**config.mk**
```make
export PLATFORM = sky130hd
export DESIGN_NAME = basic_io_event_capture
export DESIGN_NICKNAME = d
export VERILOG_FILES = /design/src/rtl/basic_io_event_capture.sv
export SDC_FILE = /design/constraint.sdc
export NUM_CORES = 1
export LEC_CHECK = 0
export BUFFER_PORTS_ARGS = -buffer_cell sky130_fd_sc_hd__buf_2
export CAP_MARGIN = 20
export CORE_MARGIN = 4
export CORE_UTILIZATION = 45
export CTS_BUF_LIST = sky130_fd_sc_hd__clkbuf_8
export CTS_CLUSTER_SIZE = 10
export DETAILED_ROUTE_END_ITERATION = 6
export RECOVER_POWER = 100
export SETUP_SLACK_MARGIN = 0.05
export SYNTH_ARGS = -nofsm -noshare
export SYNTH_HDL_FRONTEND = slang
export SYNTH_SLANG_ARGS = --single-unit
```
**constraint.sdc**
```tcl
create_clock -name i_clk -period 7.1 [get_ports i_clk]
set_clock_uncertainty 0.15 [all_clocks]
set_input_delay 0.355 -clock i_clk [delete_from_list [all_inputs] [get_ports i_clk]]
set_output_delay 0.355 -clock i_clk [all_outputs]
set_load 0.02 [all_outputs]
```
**src/rtl/basic_io_event_capture.sv**
```systemverilog
// Basic I/O event capture: per-channel synchroniser and debouncer feeding a
// timestamped snapshot FIFO, triggered on change or at a fixed sample period.
module basic_io_event_capture #(
  parameter int NUM_CH          = 3,
  parameter int CH_WIDTH        = 8,
  parameter int SYNC_STAGES     = 2,
  parameter int DEBOUNCE_CYCLES = 4,
  parameter int SAMPLE_PERIOD   = 16,
  parameter int TS_WIDTH        = 16,
  parameter int FIFO_DEPTH      = 8
) (
  input  logic                             i_clk,
  input  logic                             i_rst_n,
  input  logic [NUM_CH*CH_WIDTH-1:0]       i_data,
  input  logic [NUM_CH-1:0]                i_ch_mask,
  input  logic                             i_mode,
  input  logic                             i_clear,
  output logic                             o_evt_valid,
  input  logic                             i_evt_ready,
  output logic [NUM_CH*CH_WIDTH-1:0]       o_evt_data,
  output logic [NUM_CH-1:0]                o_evt_changed,
  output logic [TS_WIDTH-1:0]              o_evt_ts,
  output logic [$clog2(FIFO_DEPTH):0]      o_fifo_level,
  output logic                             o_overflow,
  output logic [7:0]                       o_drop_count
);
  localparam int DW  = NUM_CH * CH_WIDTH;
  localparam int AW  = $clog2(FIFO_DEPTH);
  localparam int CNW = (DEBOUNCE_CYCLES > 1) ? $clog2(DEBOUNCE_CYCLES) : 1;
  localparam int PW  = $clog2(SAMPLE_PERIOD);
  localparam int EW  = DW + NUM_CH + TS_WIDTH;
  localparam logic [CNW-1:0] CNT_LAST = CNW'(DEBOUNCE_CYCLES - 1);
  localparam logic [PW-1:0]  PER_LAST = PW'(SAMPLE_PERIOD - 1);
  localparam logic [AW:0]    LVL_FULL = (AW+1)'(FIFO_DEPTH);

  // Stage 0: synchroniser chain, plain flops only
  logic [DW-1:0] sync_q [SYNC_STAGES];
  logic [DW-1:0] sync_v;

  always_ff @(posedge i_clk) begin
    if (!i_rst_n) begin
      for (int i = 0; i < SYNC_STAGES; i++) sync_q[i] <= '0;
    end else begin
      sync_q[0] <= i_data;
      for (int i = 1; i < SYNC_STAGES; i++) sync_q[i] <= sync_q[i-1];
    end
  end

  assign sync_v = sync_q[SYNC_STAGES-1];

  // Stage 1: per-channel debounce, chg pulses the cycle after stable moves
  logic [DW-1:0]     cand;
  logic [DW-1:0]     stable;
  logic [CNW-1:0]    cnt [NUM_CH];
  logic [NUM_CH-1:0] chg;

  always_ff @(posedge i_clk) begin
    if (!i_rst_n) begin
      cand   <= '0;
      stable <= '0;
      chg    <= '0;
      for (int c = 0; c < NUM_CH; c++) cnt[c] <= '0;
    end else begin
      for (int c = 0; c < NUM_CH; c++) begin
        chg[c] <= 1'b0;
        if (sync_v[c*CH_WIDTH +: CH_WIDTH] != cand[c*CH_WIDTH +: CH_WIDTH]) begin
          cand[c*CH_WIDTH +: CH_WIDTH] <= sync_v[c*CH_WIDTH +: CH_WIDTH];
          cnt[c] <= '0;
        end else if (cand[c*CH_WIDTH +: CH_WIDTH] != stable[c*CH_WIDTH +: CH_WIDTH]) begin
          if (cnt[c] == CNT_LAST) begin
            stable[c*CH_WIDTH +: CH_WIDTH] <= cand[c*CH_WIDTH +: CH_WIDTH];
            chg[c] <= 1'b1;
          end else begin
            cnt[c] <= cnt[c] + 1'b1;
          end
        end
      end
    end
  end

  // Stage 2: event formation (timestamp, period counter, change accumulator)
  logic [TS_WIDTH-1:0] ts;
  logic [PW-1:0]       pcnt;
  logic [NUM_CH-1:0]   acc;
  logic [NUM_CH-1:0]   chg_m;
  logic [NUM_CH-1:0]   evt_chg;
  logic                per_tc;
  logic                wr;
  logic [EW-1:0]       evt;

  assign chg_m   = chg & i_ch_mask;
  assign per_tc  = (pcnt == PER_LAST);
  assign wr      = i_mode ? per_tc : |chg_m;
  assign evt_chg = i_mode ? (acc | chg_m) : chg_m;
  assign evt     = {stable, evt_chg, ts};

  always_ff @(posedge i_clk) begin
    if (!i_rst_n) begin
      ts   <= '0;
      pcnt <= '0;
      acc  <= '0;
    end else begin
      ts <= ts + 1'b1;
      if (!i_mode || per_tc) begin
        pcnt <= '0;
        acc  <= '0;
      end else begin
        pcnt <= pcnt + 1'b1;
        acc  <= acc | chg_m;
      end
    end
  end

  // Stage 3: show-ahead event FIFO with drop accounting
  logic [EW-1:0] mem [FIFO_DEPTH];
  logic [AW-1:0] wr_ptr;
  logic [AW-1:0] rd_ptr;
  logic [AW:0]   level;
  logic          full;
  logic          pop;
  logic          push;
  logic          drop;

  assign full = (level == LVL_FULL);
  assign pop  = o_evt_valid & i_evt_ready;
  assign push = wr & (~full | pop);
  assign drop = wr & full & ~pop;

  always_ff @(posedge i_clk) begin
    if (push) mem[wr_ptr] <= evt;
  end

  always_ff @(posedge i_clk) begin
    if (!i_rst_n) begin
      wr_ptr <= '0;
      rd_ptr <= '0;
      level  <= '0;
    end else begin
      if (push) wr_ptr <= wr_ptr + 1'b1;
      if (pop)  rd_ptr <= rd_ptr + 1'b1;
      case ({push, pop})
        2'b10:   level <= level + 1'b1;
        2'b01:   level <= level - 1'b1;
        default: level <= level;
      endcase
    end
  end

  // A drop in the same cycle as a clear is kept, so no event goes unreported
  always_ff @(posedge i_clk) begin
    if (!i_rst_n) begin
      o_overflow   <= 1'b0;
      o_drop_count <= '0;
    end else if (i_clear) begin
      o_overflow   <= drop;
      o_drop_count <= {7'd0, drop};
    end else if (drop) begin
      o_overflow <= 1'b1;
      if (o_drop_count != 8'hFF) o_drop_count <= o_drop_count + 8'd1;
    end
  end

  assign o_evt_valid  = (level != '0);
  assign o_fifo_level = level;
  assign {o_evt_data, o_evt_changed, o_evt_ts} = o_evt_valid ? mem[rd_ptr] : '0;

endmodule

```
==> results of run 1 <==
==> how the worst max path moves through the flow <==
stage / start / endpoint / slack, ps
after CTS: flip-flop / o_evt_data[0] / 3410
after floorplan: pcnt[0] / mem[4][0] / 780
after global placement: pcnt[0] / mem[5][39] / 4090
after detailed placement: pcnt[0] / mem[3][39] / 4080
after global routing: i_rst_n / chg[2] / 1760
final: pcnt[0] / mem[3][6] / 2340
==> synth_stat cells (all sizes together) <==
library cell and instances:
a211oi 1, a21o 2, a21oi 12, a22o 1, a22oi 1, a32o 1
a32oi 1, and2 76, and3 5, and3b 1, and4 2, buf 15
clkbuf 37, dfxtp 144, edfxtp 350, fa 1, ha 10, inv 9
mux2 1, mux2i 68, mux4 86, nand2 74, nand3 19, nand3b 1
nand4 9, nor2 89, nor3 6, nor3b 6, nor4 15, nor4b 5
o2111ai 2, o21ai 3, o21bai 2, or2 1, or3b 1, xnor2 38
xor2 37
==> power breakdown <==
| part | switching [uW] | total [uW] | internal [uW] |
|---|---|---|---|
| Combinational | 700 | 1130 | 427 |
| Clock | 1070 | 2240 | 1170 |
| Sequential | 68.8 | 3200 | 3130 |
==> flip-flops by register name (all words and copies together) (netlist names), named ones only <==
register and cells:
sync_q 48, cand 24, chg 3, ts 16
cnt 6, wr_ptr 3, o_drop_count 8, pcnt 4
o_overflow 1, rd_ptr 3, mem 344, acc 3
stable 24, o_fifo_level 4
==> critical path, cell delays in order, from the launching register on <==
cell	delay [ps]
dfxtp_1	350
ha_1	190
nand3_1	130
a32o_1	360
a21oi_1	330
nand2_1	200
nor3b_1	240
clkbuf_1	2310
==> cell type report <==
type                            instances  area [sq um]
Tap cell                              532         665.6
Clock inverter                         58         320.3
Multi-Input combinational cell        577          5180
Fill cell                            3421         19580
Timing Repair Buffer                  134         765.7
Clock buffer                           84          1156
Antenna cell                            1         2.502
Inverter                                9         33.78
Sequential cell                       494         13400
==> timing repair <==
action / CTS / global route
hold buffers: 30 / 0
hold endpoints to repair: 32 / 0
setup endpoints to repair: 0 / 0
==> cells by family (layout without fill, tap and decap cells) <==
group | Yosys count | count (layout) | share of synthesized area
xor+xnor | 75 | 75 | 0.03492
simple gates | 310 | 310 | 0.08288
other cells | 0 | 1 | 0
flops | 494 | 494 | 0.7120
fa+ha+maj | 11 | 11 | 0.007716
compound gates | 26 | 26 | 0.009711
mux | 155 | 155 | 0.1397
buf+inv | 61 | 285 | 0.01304
==> routing by layer <==
layer,GRT usage,routed length (microns),vias to the layer above
met4,0.05109,576,0
li1,-,-,4575
met5,0,0,-
met1,0.2366,17230,4915
met3,0.03438,1491,42
met2,0.2629,17250,181
==> stage by stage <==
stage	area (sq um)	utilization	cells	power, uW	setup slack (ps)
floorplan	18810	-	1132	4063	782.9
global placement	19870	0.4834	1715	4421	4092
detailed placement	19870	0.4834	1715	4436	4081
CTS	21650	0.5267	1887	6713	3407
global route	21520	0.5236	1888	6917	1760
finish	21530	0.5236	1889	6569	2340
==> reports/summary.txt, run 1 <==
run status = finished with violations
violated checks = max-capacitance violations, max-slew violations
slew margin rel. = -1.238
startpoint of the worst-slack reg-to-reg timing path = pcnt[0]
clock edge transition at the registers on the reported setup and hold paths = 60 ps
first-pass GRT wire length = 57410 microns
post-DR wirelength/cell = 19.35 microns
overall fraction of global-route tracks in use = 0.1667
Starting Density = 0.4576
Post CTS Setup Buffer Count = 0
number of global-route vias before repair = 10070
violation count after the first detailed-route iteration = 485
maximum count of clock buffers along a single path = 3
growth of design area from synthesis to finish = 14.43%
Pre-antenna DRT Iters = 5
r2r setup slk = 2340 ps
Critical Path RT = 7080 ps
count of cells along the worst hold path = 1
ratio of routed vias to standard cells = 5.142
clock insertion delay at the later pin of the skew report = 610 ps
total number of vias = 9713
quantity of gates resized following cts = 0
Clock H-tree levels = 3
Port-buffer cells = 88
Die H = 212.5 microns
cell leakage power = 0.007218 uW
Syn. warnings = 0
destination of the worst hold path = sync_q[0][35]
maximum fanout along the worst path = 43
Detailed Place HPWL = 19660 microns
placeable core region = 41110 sq um
Setup-failing EPs final = 0
final weighted congestion in routability-driven placement = 0.7103
power density over the cells = 305.1 nW/um^2
worst min-delay path startpoint = sync_q[0][11]
leading cell type in the layout, fill and taps excluded = edfxtp_1
flop and latch count out of synthesis = 494
biggest area contributors in the synthesized netlist = edfxtp_1, dfxtp_1, mux4_2
number of buffers created by CTS = 80
net total in the final layout = 1339
dominant cell type by area after synthesis = edfxtp_1
number of pins with negative max-slew slack in the final report = 528
root buffer cell = clkbuf_8
unique cell type count in the Yosys netlist = 44
maximum frequency from static timing analysis = 0.2101 GHz
shortest period the worst path allows = 4760 ps
pin count of the biggest net entering global routing = 84
remaining number of nets flagged by the antenna check after routing = 0
critical path launch point type = flip-flop
most frequent cells in the layout = edfxtp_1, dfxtp_1, nor2_1
IR drop worst, VDD = 0.1936 mV
area of the mapped netlist = 18810 sq um
full die area = 45140 sq um
Seq/Total Area, Yosys = 0.7120
cell depth of the worst flop-to-flop path = 7
measured slew at the worst slew-check pin = 3357 ps
endpoint arrival time on the critical path = 4740 ps
layout cell share with drive strength beyond 1 = 0.1726
antenna violations before repair = 0
count of clock tree sinks = 494
worst slack on hold paths = 269.5 ps
class of the most critical hold timing path = reg2reg
I/O pin total = 89
syn nets = 1175
DR DRC count = 0
number of endpoints with negative hold slack in the final report = 0
critical path class = reg2reg
Mean Syn Cell Area = 16.62 sq um
Syn Inst Count = 1132
share of Yosys cell area claimed by the top area cell type = 0.5587
category of the worst setup path capture point = flip-flop
Sum Neg Setup Slack = 0 ps
sum of routed wire length over all layers = 36550 microns
final critical-path share of the clock period = 0.6704
endpoint of the worst-slack reg-to-reg timing path = mem[3][6]
RSZ-0062 raised after global routing = no
gr ovfl total = 0
total number of placement rows = 74
Horiz. Die Dim = 212.5 microns
Max-cap violations = 11
TritonCTS clock tree = yes
Power figures use the tool's default switching activity.
==> run 2, diff against run 1 <==
--- a/config.mk
+++ b/config.mk
@@ -5,6 +5,7 @@
 export SDC_FILE = /design/constraint.sdc
 export NUM_CORES = 1
 export LEC_CHECK = 0
+export ABC_AREA = 1
 export BUFFER_PORTS_ARGS = -buffer_cell sky130_fd_sc_hd__buf_2
 export CAP_MARGIN = 20
 export CORE_MARGIN = 4
==> constraint.sdc (replaced) <==
create_clock -name i_clk -period 4 [get_ports i_clk]
set_clock_uncertainty 0.15 [all_clocks]
set_input_delay 0.2 -clock i_clk [delete_from_list [all_inputs] [get_ports i_clk]]
set_output_delay 0.2 -clock i_clk [all_outputs]
set_load 0.02 [all_outputs]
==> run 2 against run 1 <==
Compared with the run above:
- the flow now finishes without violations
- via count is 34% higher
- register-to-register slack worse by 1600 ps
- routed wire length is 15% higher
- highest routed layer unchanged
- largest cell class unchanged
==> reports/summary.txt, run 2 <==
Critical Path RT = 3650 ps
Syn. warnings = 0
overall fraction of global-route tracks in use = 0.1775
cell leakage power = 0.008799 uW
remaining number of nets flagged by the antenna check after routing = 0
Post-synth EDFFs = 350
first-pass GRT wire length = 67590 microns
TritonCTS clock tree = yes
startpoint of the worst-slack reg-to-reg timing path = pcnt[0]
number of endpoints with negative hold slack in the final report = 0
Max stage delay on crit path = 670 ps
maximum fanout along the worst path = 84
critical path class = reg2out
count of clock tree sinks = 494
category of the worst setup path capture point = output port
Pre-antenna DRT Iters = 5
Clock H-tree levels = 3
power density over the cells = 578.4 nW/um^2
post-layout power = 13150 uW
full die area = 47300 sq um
maximum frequency from static timing analysis = 0.2999 GHz
clock share of power = 0.333
growth of design area from synthesis to finish = 15.16%
measured slew at the worst slew-check pin = 1465 ps
gr ovfl total = 0
violation count after the first detailed-route iteration = 887
flop and latch count out of synthesis = 494
sum of routed wire length over all layers = 42020 microns
critical path launch point type = flip-flop
IR drop worst, VDD = 0.3987 mV
post-DR wirelength/cell = 16.03 microns
Horiz. Die Dim = 217.5 microns
critical path, cell by cell = inv_6 > clkbuf_1 > nor2_1 > o22ai_1 > o21ai_1 > a31oi_1 > clkbuf_1
top-count cell post-synth = nor2_1
Post CTS Setup Buffer Count = 0
Mean Syn Cell Area = 10.91 sq um
maximum count of clock buffers along a single path = 3
leading post-synthesis cells by instance count = nor2_1, edfxtp_1, nand2_1
sequential group share of total power = 0.428
endpoint arrival time on the critical path = 2980 ps
most common cell type on the critical path = clkbuf_1
DR DRC count = 0
antenna violations before repair = 0
placeable core region = 43270 sq um
syn nets = 1853
number of global-route vias before repair = 12730
Max-cap violations = 0
number of buffers created by CTS = 81
Comb power frac = 0.239
ratio of routed vias to standard cells = 4.982
Port-buffer cells = 88
shortest period the worst path allows = 3335 ps
dominant cell type by area after synthesis = edfxtp_1
max reg flops = 344
Detailed Place HPWL = 23560 microns
master of the slowest instance on the critical path = clkbuf_1
Syn Inst Count = 1810
net switching power of the design = 4246 uW
clock edge transition at the registers on the reported setup and hold paths = 60 ps
quantity of gates resized following cts = 0
most frequent cells in the layout = nor2_1, edfxtp_1, nand2_1
Sum Neg Setup Slack = 0 ps
worst min-delay path startpoint = i_data[0]
fraction of registers with async set or reset after synthesis = 0
share of Yosys cell area claimed by the top area cell type = 0.5323
I/O pin total = 89
class of the most critical hold timing path = in2reg
leading cell type in the layout, fill and taps excluded = nor2_1
total number of placement rows = 76
layout cell share with drive strength beyond 1 = 0.1017
Starting Density = 0.4564
area of the mapped netlist = 19750 sq um
slew margin rel. = 0.02334
final critical-path share of the clock period = 0.8337
root buffer cell = clkbuf_8
Seq/Total Area, Yosys = 0.6782
fin util = 0.5256
Internal = 8906 uW
net total in the final layout = 2014
switch share = 0.3228
Regs by FF count = mem: 344 flops, sync_q: 48 flops
total number of vias = 13060
clock insertion delay at the later pin of the skew report = 610 ps
# fillers = 3802
Primary FF master, synth = edfxtp_1
number of standard cells in the final layout excluding fillers = 2621
number of pins with negative max-slew slack in the final report = 0
unique cell type count in the Yosys netlist = 40
Reg with most FFs = mem
RSZ-0062 raised after global routing = no
run status = complete, no violations
Die H = 217.5 microns
pin count of the biggest net entering global routing = 173
final weighted congestion in routability-driven placement = 0.7914
Setup-failing EPs final = 0
biggest area contributors in the synthesized netlist = edfxtp_1, dfxtp_1, nor2_1
DP Cell Count = 2419
diode count = 0
==> run 2: cell count changes after synthesis, moves of 68 or more <==
cell / before / now
inv_1: 7 / 137
nand2_1: 74 / 190
o21ai_1: 1 / 75
o21ai_0: 2 / 159
and2_1: 76 / 0
mux4_2: 86 / 0
mux2i_1: 68 / 0
nor2_1: 89 / 379
==> run 2: routing by layer <==
| metal | vias up | global-route usage | part of all wire |
|---|---|---|---|
| li1 | 6512 | - | - |
| met1 | 6202 | 0.2424 | 0.46 |
| met2 | 279 | 0.2939 | 0.47 |
| met3 | 66 | 0.03191 | 0.050 |
| met4 | 0 | 0.05046 | 0.019 |
| met5 | - | 0 | 0 |
==> run 2: cells by family after synthesis <==
group | share of synthesized area
AND/OR/NAND/NOR | 0.1397
AO/OA/AOI/OAI | 0.09397
XOR/XNOR | 0.02927
flip-flops | 0.6782
buffers and inverters | 0.05145
adder cells (fa/ha/maj) | 0.007350
==> run 2: cell type report <==
cell class / instances / area (sq um) / area share
clock buffers: 92 / 1266 / 0.05568
clock inverters: 56 / 379.1 / 0.01667
inverters: 146 / 554.3 / 0.02438
multi-input cells: 1084 / 5340 / 0.2348
flip-flops and latches: 494 / 13400 / 0.5892
well taps: 585 / 732.0 / 0.03219
repair buffers: 164 / 1070 / 0.04705
==> run 2: worst max-delay path, delay by kind of cell (launching register included) <==
family / cells / cell delay, ps
flops: 1 / 360
simple gates: 1 / 80
compound gates: 3 / 580
buf+inv: 3 / 1360
==> run 2: per-stage QoR <==
stage / hold slack, ps / instance area [sq um] / setup slack, ps
4_1_cts: 105.3 / 22920 / 839.5
5_1_grt: 164.6 / 22740 / 349.4
3_5_place_dp: 234.5 / 20740 / 1106
2_1_floorplan: 147.6 / 19750 / 532.1
6_report: 168.2 / 22740 / 665.3
3_3_place_gp: 232.2 / 20740 / 1196
==> run 2: power by group through the flow <==
stage / sequential (uW) / combinational [uW] / clock [uW]
6_report: 5630 / 3140 / 4380
5_1_grt: 5640 / 3500 / 4770
4_1_cts: 5630 / 3290 / 4520
3_5_place_dp: 5740 / 3240 / 0
3_3_place_gp: 5730 / 3210 / 0
2_1_floorplan: 5730 / 2300 / 0
==> run 2: path summary, 6_finish.rpt <==
path / end / slack, ps / cells past startpoint
hold / removal: sync_q[0][0] / 170 / 4
hold reg to reg: sync_q[0][46] / 240 / 2
setup reg to reg: mem[6][7] / 730 / 8
setup / recovery: o_evt_changed[2] / 670 / 7
==> run 2: what timing repair did <==
item | 4_1_cts | 5_1_grt
hold buffers | 53 | 0
setup endpoints to repair | 0 | 0
hold endpoints to repair | 81 | 0
